File: src/rtl/mem_arbiter_pkg.sv
// Shared types and default widths for the instruction/data memory arbiter.
package mem_arbiter_pkg;

  localparam int AW_DEF = 32;
  localparam int DW_DEF = 32;

  typedef enum logic {
    ST_IDLE,
    ST_RD_WAIT
  } arb_state_t;

  typedef enum logic [1:0] {
    OWN_NONE = 2'd0,
    OWN_IF   = 2'd1,
    OWN_D    = 2'd2
  } arb_owner_t;

endpackage

File: src/rtl/mem_arbiter_starve_cnt.sv
// Counts consecutive cycles fetch lost to the data port; at_max forces fetch to win.
module arb_starve_cnt #(
  parameter int MAX_WAIT = 4
) (
  input  logic clk,
  input  logic rst_n,
  input  logic inc,
  input  logic clr,
  output logic at_max
);

  localparam logic [3:0] MAX_C = 4'(MAX_WAIT);

  logic [3:0] cnt;

  always_ff @(posedge clk or negedge rst_n) begin
    if (!rst_n) begin
      cnt <= '0;
    end else if (clr) begin
      cnt <= '0;
    end else if (inc && (cnt != MAX_C)) begin
      cnt <= cnt + 4'd1;
    end
  end

  assign at_max = (cnt == MAX_C);

endmodule

File: src/rtl/mem_arbiter.sv
// Two-port (fetch / data) arbiter onto a single-port memory with fixed read latency.
// Zero-cycle combinational grant in IDLE; data wins unless fetch has starved MAX_WAIT times.
module mem_arbiter
  import mem_arbiter_pkg::*;
#(
  parameter int AW       = AW_DEF,
  parameter int DW       = DW_DEF,
  parameter int RD_LAT   = 1,
  parameter int MAX_WAIT = 4
) (
  input  logic          clk,
  input  logic          rst_n,
  input  logic          if_req,
  input  logic [AW-1:0] if_addr,
  output logic          if_gnt,
  output logic          if_rvalid,
  output logic [DW-1:0] if_rdata,
  input  logic          d_req,
  input  logic          d_we,
  input  logic [AW-1:0] d_addr,
  input  logic [DW-1:0] d_wdata,
  output logic          d_gnt,
  output logic          d_rvalid,
  output logic [DW-1:0] d_rdata,
  output logic          mem_en,
  output logic          mem_we,
  output logic [AW-1:0] mem_addr,
  output logic [DW-1:0] mem_wdata,
  input  logic [DW-1:0] mem_rdata
);

  localparam logic [2:0] RD_LAT_C = 3'(RD_LAT);

  arb_state_t state, state_nxt;
  arb_owner_t owner, owner_nxt;
  logic [2:0] lat_cnt, lat_nxt;
  logic       at_max;

  arb_starve_cnt #(.MAX_WAIT(MAX_WAIT)) u_starve (
    .clk    (clk),
    .rst_n  (rst_n),
    .inc    (if_req & d_gnt),
    .clr    (if_gnt | ~if_req),
    .at_max (at_max)
  );

  always_ff @(posedge clk or negedge rst_n) begin
    if (!rst_n) begin
      state   <= ST_IDLE;
      owner   <= OWN_NONE;
      lat_cnt <= '0;
    end else begin
      state   <= state_nxt;
      owner   <= owner_nxt;
      lat_cnt <= lat_nxt;
    end
  end

  // Outputs are gated by rst_n so nothing escapes while reset is held.
  always_comb begin
    state_nxt = state;
    owner_nxt = owner;
    lat_nxt   = lat_cnt;
    if_gnt    = 1'b0;
    d_gnt     = 1'b0;
    if_rvalid = 1'b0;
    d_rvalid  = 1'b0;
    if_rdata  = '0;
    d_rdata   = '0;
    mem_en    = 1'b0;
    mem_we    = 1'b0;
    mem_addr  = '0;
    mem_wdata = '0;
    if (rst_n) begin
      case (state)
        ST_IDLE: begin
          if (if_req && (at_max || !d_req)) begin
            if_gnt    = 1'b1;
            mem_en    = 1'b1;
            mem_addr  = if_addr;
            state_nxt = ST_RD_WAIT;
            owner_nxt = OWN_IF;
            lat_nxt   = RD_LAT_C;
          end else if (d_req) begin
            d_gnt     = 1'b1;
            mem_en    = 1'b1;
            mem_we    = d_we;
            mem_addr  = d_addr;
            mem_wdata = d_wdata;
            if (!d_we) begin
              state_nxt = ST_RD_WAIT;
              owner_nxt = OWN_D;
              lat_nxt   = RD_LAT_C;
            end
          end
        end
        ST_RD_WAIT: begin
          lat_nxt = lat_cnt - 3'd1;
          if (lat_cnt == 3'd1) begin
            if (owner == OWN_IF) begin
              if_rvalid = 1'b1;
              if_rdata  = mem_rdata;
            end
            if (owner == OWN_D) begin
              d_rvalid = 1'b1;
              d_rdata  = mem_rdata;
            end
            state_nxt = ST_IDLE;
            owner_nxt = OWN_NONE;
            lat_nxt   = '0;
          end
        end
        default: begin
          state_nxt = ST_IDLE;
          owner_nxt = OWN_NONE;
          lat_nxt   = '0;
        end
      endcase
    end
  end

endmodule

File: config.mk
export PLATFORM = sky130hd
export DESIGN_NAME = mem_arbiter
export DESIGN_NICKNAME = d
export VERILOG_FILES = /design/src/rtl/mem_arbiter_pkg.sv /design/src/rtl/mem_arbiter_starve_cnt.sv /design/src/rtl/mem_arbiter.sv
export SDC_FILE = /design/constraint.sdc
export NUM_CORES = 1
export LEC_CHECK = 0
export ABC_CLOCK_PERIOD_IN_PS = 2120
export CORE_AREA = 3 3 103 105
export CTS_BUF_LIST = sky130_fd_sc_hd__clkbuf_8
export CTS_CLUSTER_DIAMETER = 50
export CTS_CLUSTER_SIZE = 16
export DETAILED_ROUTE_END_ITERATION = 6
export DIE_AREA = 0 0 106 108
export PLACE_DENSITY = 0.76
export SYNTH_ARGS = -nofsm -noshare
export SYNTH_HDL_FRONTEND = slang
export SYNTH_HIERARCHICAL = 1
export SYNTH_SLANG_ARGS = --single-unit
File: constraint.sdc
create_clock -name clk -period 2.12 [get_ports clk]
set_input_delay 0.424 -clock clk [delete_from_list [all_inputs] [get_ports clk]]
set_output_delay 0.424 -clock clk [all_outputs]
set_load 0.05 [all_outputs]
* Yosys cells after proc, flatten, opt, wreduce, memory -nomap -nowiden
Index checks and enable logic that the tools add are counted.
** Storage, ports and cells
- Bits of input ports :: 133
- Bits in registers :: 10
- Output and inout port bits :: 134
** Operators by class
- Bitwise logic cells :: 4
- Eq/ne operators :: 8
- Reduce and logical (&&, ||, !) cells :: 7
- Muxes and demuxes :: 55
- $add $sub $neg :: 2
** Operators with widths (number)
- two-way mux 32 bit :: 16
- two-way mux 1 bit :: 26
- two-way mux 3 bit :: 4
- two-way mux 2 bit :: 4
- two-way mux 4 bit :: 2
- inequality test 3 bit (second input constant) :: 2
- one-hot mux 3 bit (2 select lines) :: 1
- adder 4 x 1 -> 4 bit (second input constant) :: 1
- == test 4 x 3 -> 1 bit (second input constant) :: 1
- inequality test 4 x 3 -> 1 bit (second input constant) :: 1
- one-hot mux 2 bit (2 select lines) :: 1
- AND reduction 4 bit :: 1
- == test 3 x 1 -> 1 bit (second input constant) :: 1
- AND reduction 3 bit :: 1
- subtractor 3 x 1 -> 3 bit (second input constant) :: 1
- == test 2 x 1 -> 1 bit (second input constant) :: 1
- == test 2 bit (second input constant) :: 1
- logical AND 1 bit :: 2
- inequality test 2 x 1 -> 1 bit (second input constant) :: 1
- NOT 1 bit :: 2
- one-hot mux 1 bit (2 select lines) :: 1
- nonzero test 2 bit :: 1
- bitwise AND 1 bit :: 1
- zero test 1 bit :: 1
- other kinds (2) :: 2

* Logic depth before layout (Yosys ltp)
Gate-level depths: netlist of the first run.
- Depth after elaboration :: 10
- Mapped depth :: 12
- Mapped depth without buffers :: 10

* Cells and area by module
The synthesis of the first run kept the hierarchy.
** By module, submodules not included
- mem_arbiter :: cells an instance 193, seq. area each 150.1 um^2, area an instance 1539.0 um^2, times used 1
- arb_starve_cnt :: cells an instance 24, seq. area each 100.1 um^2, area an instance 234.0 um^2, times used 1

* Least setup slack after synthesis of the first run
No wires, ideal clock.
- Path type :: register to output
- Start :: register u_starve.cnt[0]
- End :: output mem_addr[23]
- Data required time :: 1.696 ns
- Data arrival time :: 1.926 ns
- Cell stages (with the launch flop) :: 10
- Slack :: -0.230 ns
- Cell sequence :: dfrtp_1 > inv_1 > ha_1 > nand3b_4 > inv_2 > nand2b_1 > and3_1 > buf_2 > buf_4 > a22o_1
** Between the ends
- Word-level cells in the longest chain between the ends :: 6
** RTL lines
- start, declared :: RTL line mem_arbiter_starve_cnt.sv:14 : logic [3:0] cnt;
- start signal, assigned :: RTL line mem_arbiter_starve_cnt.sv:22 : cnt <= cnt + 4'd1;
- == test 4 x 3 -> 1 bit :: RTL line mem_arbiter_starve_cnt.sv:26 : assign at_max = (cnt == MAX_C);
- via at_max :: RTL line mem_arbiter.sv:37 : logic at_max;
- logical OR 1 bit :: RTL line mem_arbiter.sv:77 : if (if_req && (at_max || !d_req)) begin
- logical AND 1 bit :: RTL line mem_arbiter.sv:77
- two-way mux 32 bit :: RTL line mem_arbiter.sv:77
- two-way mux 32 bit :: RTL line mem_arbiter.sv:75 : case (state)
- two-way mux 32 bit :: RTL line mem_arbiter.sv:74 : if (rst_n) begin
- end, declared :: RTL line mem_arbiter.sv:27 : output logic [AW-1:0] mem_addr,
The timed path passes the listed nets, and every way through them passes these cells.

* Final worst setup path of the first run
- Start :: register u_starve.cnt[1]
- End :: output mem_addr[13]
Same word-level chain as after synthesis.

==> flow_metrics.py, run 1 <==
metrics = {
    "run_status": {
        "outcome": "finished with violations",
        "violations": "negative setup slack",
    },
    "detailed_routing": {
        "viasPerCell": 4.54,
        "ant_nets": 0,
        "drt_wl_total_um": 15800,
        "wl_per_cell_um": 24.1,
        "drc": 0,
        "dr.pass1.iters": 4,
        "vias": 2973,
        "drt_iter0_drc": 123,
    },
    "pwr": {
        "p_leak_nw": 3.08,
        "pwr-share-seq_pct": 11.1,
        "p_comb_share_pct": 80.7,
        "internal_power_mw": 1.70,
        "p_sw_share_pct": 42.0,
        "p_per_area_nw_per_um2": 412,
        "power_frac_clock_pct": 8.2,
        "power_mw": 2.94,
        "p_sw_mw": 1.24,
        "irDropWorstVdd_uv": 563,
    },
    "job": {
        "maxCapViolations": 0,
    },
    "place": {
        "dp_hpwl_um": 11400,
        "pre_cts_ws_ns": -0.382,
        "placedInstanceArea_um2": 6070,
        "place_congestion": 0.888,
        "numPortBuffers": 266,
    },
    "timing": {
        "fmaxAchievable_ghz": 0.429,
        "min_period_over_period_pct": 110,
        "rsz0062_at_grt": "true",
        "hold_ws_ns": 0.349,
        "hold_viol": 0,
        "fin_crit_ns": 2.33,
        "postLayoutSetupSlackWorst_ns": -0.214,
        "skew_ns": 0.00239,
        "tns_ns": -19.35,
        "setup_viol": 134,
        "worst_slew_pin_slew_ns": 0.256,
        "relSlewSlack_pct": 82.7,
        "drv_slew": 0,
    },
    "worst_setup_path": {
        "critPathArrivalTime_ns": 1.91,
        "path_class": "reg2out",
        "crit_family": "buffers and inverters",
        "critPathMostFrequentCell": "inv_2",
        "critPathBufInv": 4,
        "cp.depth": 9,
        "cp_cell_sequence": "inv_2 -> ha_4 -> nand3b_4 -> inv_2 -> nand2b_4 -> and3_4 -> buf_8 -> a22o_2 -> buf_12",
        "max_stage_delay_ns": 0.39,
        "crit_slowest_cell": "dfrtp_1",
        "critPathMaxFanout": 9,
        "required_ns": 1.70,
        "startpoint_type": "flop",
        "crit_path_end_kind": "output pin",
        "reg2regPathDepth": 11,
    },
    "grt": {
        "grt_pass1_wl_um": 22000,
        "grt_usage_pct": 25.6,
        "grt_overflow": 0,
        "first_global_vias": 3117,
        "grt_antenna_before_repair": 1,
        "grt_max_degree": 23,
    },
    "clock_tree": {
        "clock_latency_ns": 0.24,
        "root_buffer": "clkbuf_8",
        "cts_buffer_depth": 2,
        "cts_sinks": 10,
        "cts_hold_buf": 0,
        "htreeDepth": 1,
        "path_clk_slew_ns": 0.05,
        "cts_buffers": 3,
        "cts_tree": "yes",
    },
    "yosys": {
        "synth_warnings": 6,
        "yosysTopAreaCell": "and2_1",
        "synth.area.top_cells": "and2_1 28%, a22o_1 16%, dfrtp_1 14%",
        "ys_seq_area_share_pct": 14.1,
        "synth-seq-cells": 10,
        "synth_area_per_cell_um2": 8.17,
        "async_reset_ff_share_pct": 100,
        "yosys.cell_types.count": 38,
        "syn_area_um2": 1770,
        "syn_nets": 354,
        "synth_cells": 217,
        "synth_top_area_share_pct": 28.2,
        "synth_flop_cell": "dfrtp_1",
        "synth_edf_count": 0,
    },
    "die": {
        "num_io_pins": 267,
        "row_count": 36,
        "die_y_um": 108,
        "die_x_um": 106,
        "core_area_um2": 9730,
        "initial_core_util_pct": 18.2,
        "die_area_um2": 11400,
    },
    "finish": {
        "finalNetCount": 659,
        "area_delta_synth_final_pct": 303,
        "drive_gt1_share_pct": 65.3,
        "num-fill-cells": 626,
        "final_area_um2": 7140,
    },
    "worst_hold_path": {
        "hold_path.class": "in2async",
    },
}
[metal layers]
metal	track usage (%)	up-vias	routed length [um]
met4	7.22	2	450
met3	5.31	31	1040
met1	30.6	1433	6060
met2	46.3	146	8220
met5	0	-	13
li1	-	1361	-
[flip-flops by register name, indices dropped and copies added, names as in the netlist]
register	flops
u_starve/cnt	4
lat_cnt	3
owner	2
state	1
[synth_stat cells (3+ instances only)]
library cell,count
dfrtp_1,10
and2_1,80
buf_2,6
buf_6,3
buf_4,5
o22ai_1,4
clkbuf_2,3
ha_1,4
nand3_1,4
buf_12,3
and2_4,18
nand2_1,6
inv_1,8
a22o_1,32
a21oi_1,5
[power by group through the flow]
stage	sequential, mW	clock [mW]	combinational [mW]
2_1_floorplan	0.289	0	0.952
3_3_place_gp	0.303	0	1.93
3_5_place_dp	0.310	0	1.96
4_1_cts	0.322	0.247	2.28
5_1_grt	0.334	0.255	2.46
6_report	0.326	0.241	2.37
[cell usage in the layout (no fill, tap or decap), types with 5 or more instances in the layout]
| cell | count |
|---|---|
| a22o_4 | 29 |
| inv_1 | 5 |
| and2_4 | 98 |
| buf_4 | 22 |
| clkdlybuf4s50_1 | 130 |
| dfrtp_1 | 9 |
| buf_16 | 9 |
| nand2_1 | 6 |
| buf_6 | 9 |
| buf_12 | 142 |
[final cells by class]
cell class | instances | area (um^2) | area share [%]
timing repair buffer | 320 | 4810 | 67.3
multi-input combinational | 178 | 1820 | 25.5
sequential | 10 | 251 | 3.52
tap | 133 | 166 | 2.33
clock buffer | 4 | 55.1 | 0.771
inverter | 9 | 33.8 | 0.473
antenna | 1 | 2.50 | 0.0351
[metrics by stage]
stage	util, %	instances
3_3_place_gp	62.4	619
6_report	73.4	655
2_1_floorplan	-	217
5_1_grt	73.3	654
3_5_place_dp	62.4	619
4_1_cts	71.6	650
[what timing repair did]
action	4_1_cts	5_1_grt
setup endpoints to repair	134	134
cloned	11	4
pin swaps	45	17
setup buffers	16	3
resized for setup	131	18
[cells by family (layout without fill, tap and decap cells)]
logic type      Yosys count  in the layout  share of synthesized area [%]
simple gates            123            123                           47.8
compound gates           51             51                           23.4
buf+inv                  29            333                           11.9
flops                    10             10                           14.1
fa+ha+maj                 4              4                           2.82
other cells               0              1                              0
[final timing paths]
path | from | to | slack (ns)
worst max-delay path | u_starve/cnt[1] | mem_addr[13] | -0.21
max in group asynchronous | rst_n | lat_cnt[0] | 1.55
worst max register to register | u_starve/cnt[1] | u_starve/cnt[3] | 0
min in group clk | lat_cnt[1] | lat_cnt[1] | 0.51
worst min register to register | lat_cnt[1] | lat_cnt[1] | 0.51
worst min-delay path | rst_n | owner[1] | 0.35
No activity file was read; power rests on OpenSTA's default activity.
==> run 2: changes to the inputs <==
--- a/config.mk
+++ b/config.mk
@@ -9,7 +9,6 @@
 export CORE_AREA = 3 3 103 105
 export CTS_BUF_LIST = sky130_fd_sc_hd__clkbuf_8
 export CTS_CLUSTER_DIAMETER = 50
-export CTS_CLUSTER_SIZE = 16
 export DETAILED_ROUTE_END_ITERATION = 6
 export DIE_AREA = 0 0 106 108
 export PLACE_DENSITY = 0.76
==> results of run 2 <==
No change in the layout: final DEF, timing and power equal those of run 1.
